--- config.mk ---
export PLATFORM = sky130hd
export DESIGN_NAME = ysyx_22040127_refill_arb_flat
export DESIGN_NICKNAME = d
export VERILOG_FILES = /design/src/rtl/ysyx_22040127_refill_arb_pkg.sv /design/src/rtl/ysyx_22040127_refill_arb_if.sv /design/src/rtl/ysyx_22040127_rr_arb2.sv /design/src/rtl/ysyx_22040127_refill_arb.sv /design/src/flat_wrapper.sv
export SDC_FILE = /design/constraint.sdc
export NUM_CORES = 1
export LEC_CHECK = 0
export CAP_MARGIN = 20
export CORE_AREA = 4 4 326 328
export DETAILED_ROUTE_END_ITERATION = 8
export DIE_AREA = 0 0 330 332
export GPL_TIMING_DRIVEN = 0
export SYNTH_ARGS = -nofsm -noshare
export SYNTH_HDL_FRONTEND = slang
export SYNTH_HIERARCHICAL = 1
export SYNTH_SLANG_ARGS = --single-unit
--- constraint.sdc ---
create_clock -name clk -period 1.83 [get_ports clk]
set_input_delay 0.183 -clock clk [delete_from_list [all_inputs] [get_ports clk]]
set_output_delay 0.183 -clock clk [all_outputs]
set_load 0.02 [all_outputs]
--- src/rtl/ysyx_22040127_refill_arb_pkg.sv ---
// ============================================================================
// Module : ysyx_22040127_refill_arb_pkg
// Brief  : Shared state encodings and requester IDs for the refill arbiter.
// Rev    : 1.0  initial release
// ============================================================================
`ifndef CACHE_DATA_SIZE
`define CACHE_DATA_SIZE 128
`endif
`default_nettype none

package ysyx_22040127_refill_arb_pkg;

    typedef enum logic [1:0] {
        IDLE = 2'd0,
        REQ  = 2'd1,
        WAIT = 2'd2,
        RESP = 2'd3
    } arb_state_e;

    // Requester IDs double as bit positions in the arbiter request/grant vectors
    localparam logic ID_IC = 1'b0;
    localparam logic ID_DC = 1'b1;

    localparam int C_LINE_W = `CACHE_DATA_SIZE;

endpackage

`default_nettype wire

--- src/rtl/ysyx_22040127_refill_arb_if.sv ---
// ============================================================================
// Module : ysyx_22040127_refill_arb_if
// Brief  : Cache-side and memory-side handshake bundle of the refill arbiter.
// Rev    : 1.0  initial release
// ============================================================================
`ifndef CACHE_DATA_SIZE
`define CACHE_DATA_SIZE 128
`endif
`default_nettype none

interface ysyx_22040127_refill_arb_if #(
    parameter int ADDR_W = 32,
    parameter int LINE_W = `CACHE_DATA_SIZE
);
    logic                  ic_req_valid;
    logic [63:0]           ic_req_addr;
    logic                  ic_res_valid;
    logic [LINE_W-1:0]     ic_rdata;

    logic                  dc_req_valid;
    logic [63:0]           dc_req_addr;
    logic                  dc_req_wen;
    logic [LINE_W-1:0]     dc_req_wdata;
    logic [LINE_W/8-1:0]   dc_req_wstrb;
    logic                  dc_res_valid;
    logic [LINE_W-1:0]     dc_rdata;

    logic                  mem_req_valid;
    logic                  mem_req_ready;
    logic [ADDR_W-1:0]     mem_req_addr;
    logic                  mem_req_wen;
    logic [LINE_W-1:0]     mem_wdata;
    logic [LINE_W/8-1:0]   mem_wstrb;
    logic                  mem_res_valid;
    logic [LINE_W-1:0]     mem_rdata;

    // slave: the arbiter itself
    modport slave (
        input  ic_req_valid, ic_req_addr,
        input  dc_req_valid, dc_req_addr, dc_req_wen, dc_req_wdata, dc_req_wstrb,
        input  mem_req_ready, mem_res_valid, mem_rdata,
        output ic_res_valid, ic_rdata, dc_res_valid, dc_rdata,
        output mem_req_valid, mem_req_addr, mem_req_wen, mem_wdata, mem_wstrb
    );

    // master: caches plus memory bridge around the arbiter
    modport master (
        output ic_req_valid, ic_req_addr,
        output dc_req_valid, dc_req_addr, dc_req_wen, dc_req_wdata, dc_req_wstrb,
        output mem_req_ready, mem_res_valid, mem_rdata,
        input  ic_res_valid, ic_rdata, dc_res_valid, dc_rdata,
        input  mem_req_valid, mem_req_addr, mem_req_wen, mem_wdata, mem_wstrb
    );
endinterface

`default_nettype wire

--- src/rtl/ysyx_22040127_rr_arb2.sv ---
// ============================================================================
// Module : ysyx_22040127_rr_arb2
// Brief  : Combinational two-way round-robin pick; ties go opposite to last.
// Rev    : 1.0  initial release
// ============================================================================
`default_nettype none

module ysyx_22040127_rr_arb2
    import ysyx_22040127_refill_arb_pkg::*;
(
    input  logic [1:0] req,
    input  logic       last,
    output logic [1:0] grant,
    output logic       any_valid
);

    always_comb begin
        grant = 2'b00;
        case (req)
            2'b01:   grant = 2'b01;
            2'b10:   grant = 2'b10;
            2'b11:   grant = (last == ID_DC) ? 2'b01 : 2'b10;
            default: grant = 2'b00;
        endcase
    end

    assign any_valid = |req;

endmodule

`default_nettype wire

--- src/rtl/ysyx_22040127_refill_arb.sv ---
// ============================================================================
// Module : ysyx_22040127_refill_arb
// Brief  : Shares the single line-wide memory port between icache and dcache.
// Rev    : 1.0  initial release
// ============================================================================
`default_nettype none

module ysyx_22040127_refill_arb
    import ysyx_22040127_refill_arb_pkg::*;
#(
    parameter int ADDR_W = 32,
    parameter int LINE_W = C_LINE_W
) (
    input  logic                         clk,
    input  logic                         rst,
    ysyx_22040127_refill_arb_if.slave    bus,
    output logic                         busy,
    output logic                         grant_dc,
    output logic                         err_stray
);

    arb_state_e            r_state;
    logic                  r_last;
    logic                  r_grant;
    logic [ADDR_W-1:0]     r_addr;
    logic                  r_wen;
    logic [LINE_W-1:0]     r_wdata;
    logic [LINE_W/8-1:0]   r_wstrb;
    logic [LINE_W-1:0]     r_line;
    logic                  r_ic_res;
    logic                  r_dc_res;
    logic                  r_err;

    logic [1:0]            w_req;
    logic [1:0]            w_gnt;
    logic                  w_any;
    logic [ADDR_W-1:0]     w_ic_line_addr;
    logic [ADDR_W-1:0]     w_dc_line_addr;
    logic                  w_unused_addr_bits;

    assign w_req = {bus.dc_req_valid, bus.ic_req_valid};

    ysyx_22040127_rr_arb2 u_rr_arb2 (
        .req       (w_req),
        .last      (r_last),
        .grant     (w_gnt),
        .any_valid (w_any)
    );

    // Line offset and bits above the memory address width are dropped
    assign w_ic_line_addr     = {bus.ic_req_addr[ADDR_W-1:4], 4'b0000};
    assign w_dc_line_addr     = {bus.dc_req_addr[ADDR_W-1:4], 4'b0000};
    assign w_unused_addr_bits = ^{bus.ic_req_addr[63:ADDR_W], bus.ic_req_addr[3:0],
                                  bus.dc_req_addr[63:ADDR_W], bus.dc_req_addr[3:0]};

    always_ff @(posedge clk or negedge rst) begin
        if (!rst) begin
            r_state  <= IDLE;
            r_last   <= ID_IC;
            r_grant  <= ID_IC;
            r_addr   <= '0;
            r_wen    <= 1'b0;
            r_wdata  <= '0;
            r_wstrb  <= '0;
            r_line   <= '0;
            r_ic_res <= 1'b0;
            r_dc_res <= 1'b0;
            r_err    <= 1'b0;
        end else begin
            r_ic_res <= 1'b0;
            r_dc_res <= 1'b0;
            if (bus.mem_res_valid && (r_state != WAIT)) begin
                r_err <= 1'b1;
            end
            case (r_state)
                IDLE: begin
                    if (w_any) begin
                        r_state <= REQ;
                        if (w_gnt[ID_DC]) begin
                            r_grant <= ID_DC;
                            r_addr  <= w_dc_line_addr;
                            r_wen   <= bus.dc_req_wen;
                            r_wdata <= bus.dc_req_wdata;
                            r_wstrb <= bus.dc_req_wstrb;
                        end else if (w_gnt[ID_IC]) begin
                            r_grant <= ID_IC;
                            r_addr  <= w_ic_line_addr;
                            r_wen   <= 1'b0;
                            r_wdata <= '0;
                            r_wstrb <= '0;
                        end
                    end
                end
                REQ: begin
                    if (bus.mem_req_ready) begin
                        r_state <= WAIT;
                    end
                end
                WAIT: begin
                    if (bus.mem_res_valid) begin
                        r_state  <= RESP;
                        r_line   <= bus.mem_rdata;
                        r_last   <= r_grant;
                        r_ic_res <= (r_grant == ID_IC);
                        r_dc_res <= (r_grant == ID_DC);
                    end
                end
                RESP: begin
                    r_state <= IDLE;
                end
                default: begin
                    r_state <= IDLE;
                end
            endcase
        end
    end

    // Memory request is decoded from state plus latched fields only
    assign bus.mem_req_valid = (r_state == REQ);
    assign bus.mem_req_addr  = r_addr;
    assign bus.mem_req_wen   = r_wen;
    assign bus.mem_wdata     = r_wdata;
    assign bus.mem_wstrb     = r_wstrb;

    assign bus.ic_res_valid  = r_ic_res;
    assign bus.dc_res_valid  = r_dc_res;
    assign bus.ic_rdata      = r_line;
    assign bus.dc_rdata      = r_line;

    assign busy      = (r_state != IDLE);
    assign grant_dc  = r_grant;
    assign err_stray = r_err;

endmodule

`default_nettype wire
--- src/flat_wrapper.sv ---
// flat-port wrapper written by rule: the top's interface ports become plain ports
module ysyx_22040127_refill_arb_flat import ysyx_22040127_refill_arb_pkg::*;
#(
    parameter int ADDR_W = 32,
    parameter int LINE_W = C_LINE_W
)
  (clk, rst, busy, grant_dc, err_stray, bus_ic_req_valid, bus_ic_req_addr, bus_dc_req_valid, bus_dc_req_addr, bus_dc_req_wen, bus_dc_req_wdata, bus_dc_req_wstrb, bus_mem_req_ready, bus_mem_res_valid, bus_mem_rdata, bus_ic_res_valid, bus_ic_rdata, bus_dc_res_valid, bus_dc_rdata, bus_mem_req_valid, bus_mem_req_addr, bus_mem_req_wen, bus_mem_wdata, bus_mem_wstrb);
  ysyx_22040127_refill_arb_if #(.ADDR_W(ADDR_W), .LINE_W(LINE_W)) bus_i ();
  input  logic clk;
  input  logic rst;
  output logic busy;
  output logic grant_dc;
  output logic err_stray;
  input wire logic [$bits(bus_i.ic_req_valid)-1:0] bus_ic_req_valid;
  input wire logic [$bits(bus_i.ic_req_addr)-1:0] bus_ic_req_addr;
  input wire logic [$bits(bus_i.dc_req_valid)-1:0] bus_dc_req_valid;
  input wire logic [$bits(bus_i.dc_req_addr)-1:0] bus_dc_req_addr;
  input wire logic [$bits(bus_i.dc_req_wen)-1:0] bus_dc_req_wen;
  input wire logic [$bits(bus_i.dc_req_wdata)-1:0] bus_dc_req_wdata;
  input wire logic [$bits(bus_i.dc_req_wstrb)-1:0] bus_dc_req_wstrb;
  input wire logic [$bits(bus_i.mem_req_ready)-1:0] bus_mem_req_ready;
  input wire logic [$bits(bus_i.mem_res_valid)-1:0] bus_mem_res_valid;
  input wire logic [$bits(bus_i.mem_rdata)-1:0] bus_mem_rdata;
  output wire logic [$bits(bus_i.ic_res_valid)-1:0] bus_ic_res_valid;
  output wire logic [$bits(bus_i.ic_rdata)-1:0] bus_ic_rdata;
  output wire logic [$bits(bus_i.dc_res_valid)-1:0] bus_dc_res_valid;
  output wire logic [$bits(bus_i.dc_rdata)-1:0] bus_dc_rdata;
  output wire logic [$bits(bus_i.mem_req_valid)-1:0] bus_mem_req_valid;
  output wire logic [$bits(bus_i.mem_req_addr)-1:0] bus_mem_req_addr;
  output wire logic [$bits(bus_i.mem_req_wen)-1:0] bus_mem_req_wen;
  output wire logic [$bits(bus_i.mem_wdata)-1:0] bus_mem_wdata;
  output wire logic [$bits(bus_i.mem_wstrb)-1:0] bus_mem_wstrb;
  assign bus_i.ic_req_valid = bus_ic_req_valid;
  assign bus_i.ic_req_addr = bus_ic_req_addr;
  assign bus_i.dc_req_valid = bus_dc_req_valid;
  assign bus_i.dc_req_addr = bus_dc_req_addr;
  assign bus_i.dc_req_wen = bus_dc_req_wen;
  assign bus_i.dc_req_wdata = bus_dc_req_wdata;
  assign bus_i.dc_req_wstrb = bus_dc_req_wstrb;
  assign bus_i.mem_req_ready = bus_mem_req_ready;
  assign bus_i.mem_res_valid = bus_mem_res_valid;
  assign bus_i.mem_rdata = bus_mem_rdata;
  assign bus_ic_res_valid = bus_i.ic_res_valid;
  assign bus_ic_rdata = bus_i.ic_rdata;
  assign bus_dc_res_valid = bus_i.dc_res_valid;
  assign bus_dc_rdata = bus_i.dc_rdata;
  assign bus_mem_req_valid = bus_i.mem_req_valid;
  assign bus_mem_req_addr = bus_i.mem_req_addr;
  assign bus_mem_req_wen = bus_i.mem_req_wen;
  assign bus_mem_wdata = bus_i.mem_wdata;
  assign bus_mem_wstrb = bus_i.mem_wstrb;
  ysyx_22040127_refill_arb #(.ADDR_W(ADDR_W), .LINE_W(LINE_W)) u_core (.clk(clk), .rst(rst), .bus(bus_i), .busy(busy), .grant_dc(grant_dc), .err_stray(err_stray));
endmodule
==> flow_summary.json <==
{
  "dp.final_hpwl_mm": 62.9,
  "path_class": "flip-flop to primary output",
  "finalCritPeriodShare": 0.963,
  "dpl-instance-area_sq_um": 22600,
  "grt_max_degree": 109,
  "synthFlopType": "dfrtp_1",
  "crit_path_max_incr_delay_ns": 0.63,
  "num_vias": 11965,
  "period_minus_slack_ns": 1.76,
  "switching_power_mw": 17.6,
  "netlist.area_leader.share": 0.589,
  "synth.avg_cell_area_sq_um": 11.0,
  "yosys-top-cells-count": "319 x nand2_1, 308 x dfrtp_1, 141 x buf_4, 130 x mux2_2, 95 x o21ai_0",
  "worst_slack_ns": 0.0669,
  "final_util": 0.234,
  "h-tree-depth": 2,
  "root_buffer": "clkbuf_16",
  "crit_buf_inv": 1,
  "drt_wl_total_mm": 74.7,
  "seqPwrFrac": 0.295,
  "cts_buffers": 40,
  "tns_ns": 0,
  "max_freq_mhz": 567,
  "drt_drc_violations_left": 0,
  "ant_nets": 0,
  "yosysTopAreaCell": "dfrtp_1",
  "pre_cts_ws_ns": -0.923,
  "grt_use_total": 0.130,
  "synthDistinctLibCells": 25,
  "setup_viol": 0,
  "cpMaxStageDelayCell": "clkdlybuf4s50_1",
  "cp_cell_sequence": "clkdlybuf4s50_1",
  "ir_drop_mv": 0.727,
  "cts_num_sinks": 308,
  "p_sw_frac": 0.413,
  "hp-class": "primary input to flip-flop",
  "critPathLaunch": "u_core/bus.mem_wdata[27]$_DFFE_PN0P_",
  "tightest_slew_ns": 0.666,
  "portBuffers": 769,
  "cp_max_fo": 2,
  "hold_slack_ns": 0.148,
  "antenna_found_initial": 40,
  "syn_area_sq_um": 13100,
  "die-height_um": 332,
  "synth.most_common_cell": "nand2_1",
  "rr_startpoint": "u_core/r_state[0]$_DFFE_PN0P_",
  "die-area_sq_um": 110000,
  "max_slew_margin": 0.556,
  "die_w_um": 330,
  "worstHoldStart": "bus_dc_req_wdata[48]",
  "coreArea_sq_um": 103000,
  "grt-ovfl-total": 0,
  "via_per_inst": 3.49,
  "fin_area_sq_um": 24200,
  "clockBufferDepth": 3,
  "synth_cells": 1186,
  "synth_area_leaders": "dfrtp_1 59%, mux2_2 11%, nand2_1 9.1%",
  "ioPinCount": 846,
  "ys_ff_latch": 308,
  "total_power_mw": 42.5,
  "power_frac_clock": 0.206,
  "cts.clk_slew.worst_paths_ns": 0.06,
  "area_growth_pct": 84.9,
  "synthArstFlopShare": 1.00,
  "finalHoldViolCount": 0,
  "std_cell_rows": 118,
  "crit_path_end_kind": "primary output",
  "critPathArrivalTime_ns": 1.58,
  "drt_iter0_markers": 545,
  "nets": 2421,
  "post_drt_wl_per_cell_um": 21.8,
  "intPower_mw": 25.0,
  "layout-drive-gt1-share": 0.228,
  "yosys_warnings": 6,
  "timing.final.max_slew_violations": 0,
  "synth-edff-count": 0,
  "fin_worst_skew_ns": 0.0174,
  "startpoint_type": "flip-flop",
  "cap_violations": 0,
  "gp_congestion": 0.811,
  "cts_tree": "yes",
  "rsz0062_at_grt": "yes",
  "grt_pass1_vias": 12342,
  "combPwrFrac": 0.500,
  "yosysSeqAreaShare": 0.589,
  "critical_path.top_delay_family": "buffers and inverters",
  "clkLatencyLatePin_ns": 0.58,
  "drtPass1Iterations": 5,
  "worstPathRequired_ns": 1.65,
  "start_util": 0.127,
  "power_per_cell_area_nw_per_um2": 1760,
  "status": "finished, final reports clean",
  "finalNonFillerCells": 3433,
  "post-place-cells": 3342,
  "grt_pass1_wl_mm": 99.9,
  "leakage_nw": 11.1
}
==> area by class of cell <==
type                    instances  area, sq um
repair buffers                780         7580
plain buffers                 203         1620
well taps                    1380         1730
flip-flops and latches        308         7760
multi-input cells             670         4000
inverters                       7         26.3
diodes                         12         30.0
clock buffers                  56         1160
clock inverters                17          290
fillers                     11244        79000
==> cell families after synthesis <==
group,Yosys count,share of synthesized area
other,1,0.000287
flip-flops,308,0.589
AND/OR/NAND/NOR,323,0.0930
adder cells (fa/ha/maj),4,0.00382
AO/OA/AOI/OAI,181,0.0714
buffers and inverters,211,0.109
multiplexers,158,0.133
==> layer usage <==
layer  vias to the layer above  share of wire  track usage
met3                       132           0.12       0.0623
met2                       614           0.49        0.225
met4                        38          0.034       0.0463
met1                      5731           0.36        0.139
met5                         -         0.0031            0
li1                       5450              -            -
==> placed cells by master (no fill, tap or decap), drive strengths merged, types with 4 or more instances in the layout <==
| cell | netlist | final |
|---|---|---|
| clkbuf | 30 | 85 |
| o21ai | 173 | 173 |
| clkdlybuf4s50 | 0 | 444 |
| clkinv | 0 | 8 |
| dlymetal6s2s | 0 | 19 |
| inv | 7 | 9 |
| conb | 1 | 4 |
| nand2 | 319 | 319 |
| mux2i | 28 | 28 |
| ha | 4 | 4 |
| buf | 174 | 187 |
| dlygate4sd2 | 0 | 301 |
| diode | 0 | 12 |
| bufinv | 0 | 7 |
| mux2 | 130 | 130 |
| dfrtp | 308 | 308 |
==> power groups by stage <==
stage / combinational [mW] / clock (mW) / sequential (mW)
after floorplan: 8.16 / 0 / 14.7
after global placement: 23.3 / 0 / 12.6
after detailed placement: 23.4 / 0 / 12.7
after CTS: 21.4 / 9.13 / 12.7
after global routing: 22.6 / 9.37 / 13.0
final: 21.2 / 8.75 / 12.5
==> flip-flops by register name (all words and copies together) (netlist names) <==
name,flops
u_core/bus.dc_res_valid,1
u_core/grant_dc,1
u_core/r_last,1
u_core/bus.mem_req_addr,28
u_core/bus.mem_req_wen,1
u_core/bus.dc_rdata,128
u_core/r_state,2
u_core/err_stray,1
u_core/bus.mem_wdata,128
u_core/bus.ic_res_valid,1
u_core/bus.mem_wstrb,16
==> final timing paths <==
check	to	slack (ns)	depth (start not counted)
max in group asynchronous	u_core/bus.dc_rdata[65]$_DFFE_PN0P_	0.54	4
hold / removal	u_core/bus.mem_wdata[48]$_DFFE_PN0P_	0.15	3
hold reg to reg	u_core/err_stray$_DFFE_PN0P_	0.48	1
setup reg to reg	u_core/bus.dc_rdata[71]$_DFFE_PN0P_	0.07	6
min in group asynchronous	u_core/bus.mem_wdata[10]$_DFFE_PN0P_	0.23	3
setup / recovery	bus_mem_wdata[27]	0.07	1
==> what timing repair did <==
| action | CTS | global route |
|---|---|---|
| buffers inserted | 2 | 0 |
| hold buffers | 2 | 0 |
| setup endpoints to repair | 579 | 246 |
| endpoints found under the hold margin | 215 | 0 |
| gates cloned | 0 | 3 |
| gates resized for setup | 411 | 70 |
| pin swaps | 2 | 1 |
Note: power is estimated with default switching activity, not from simulation.
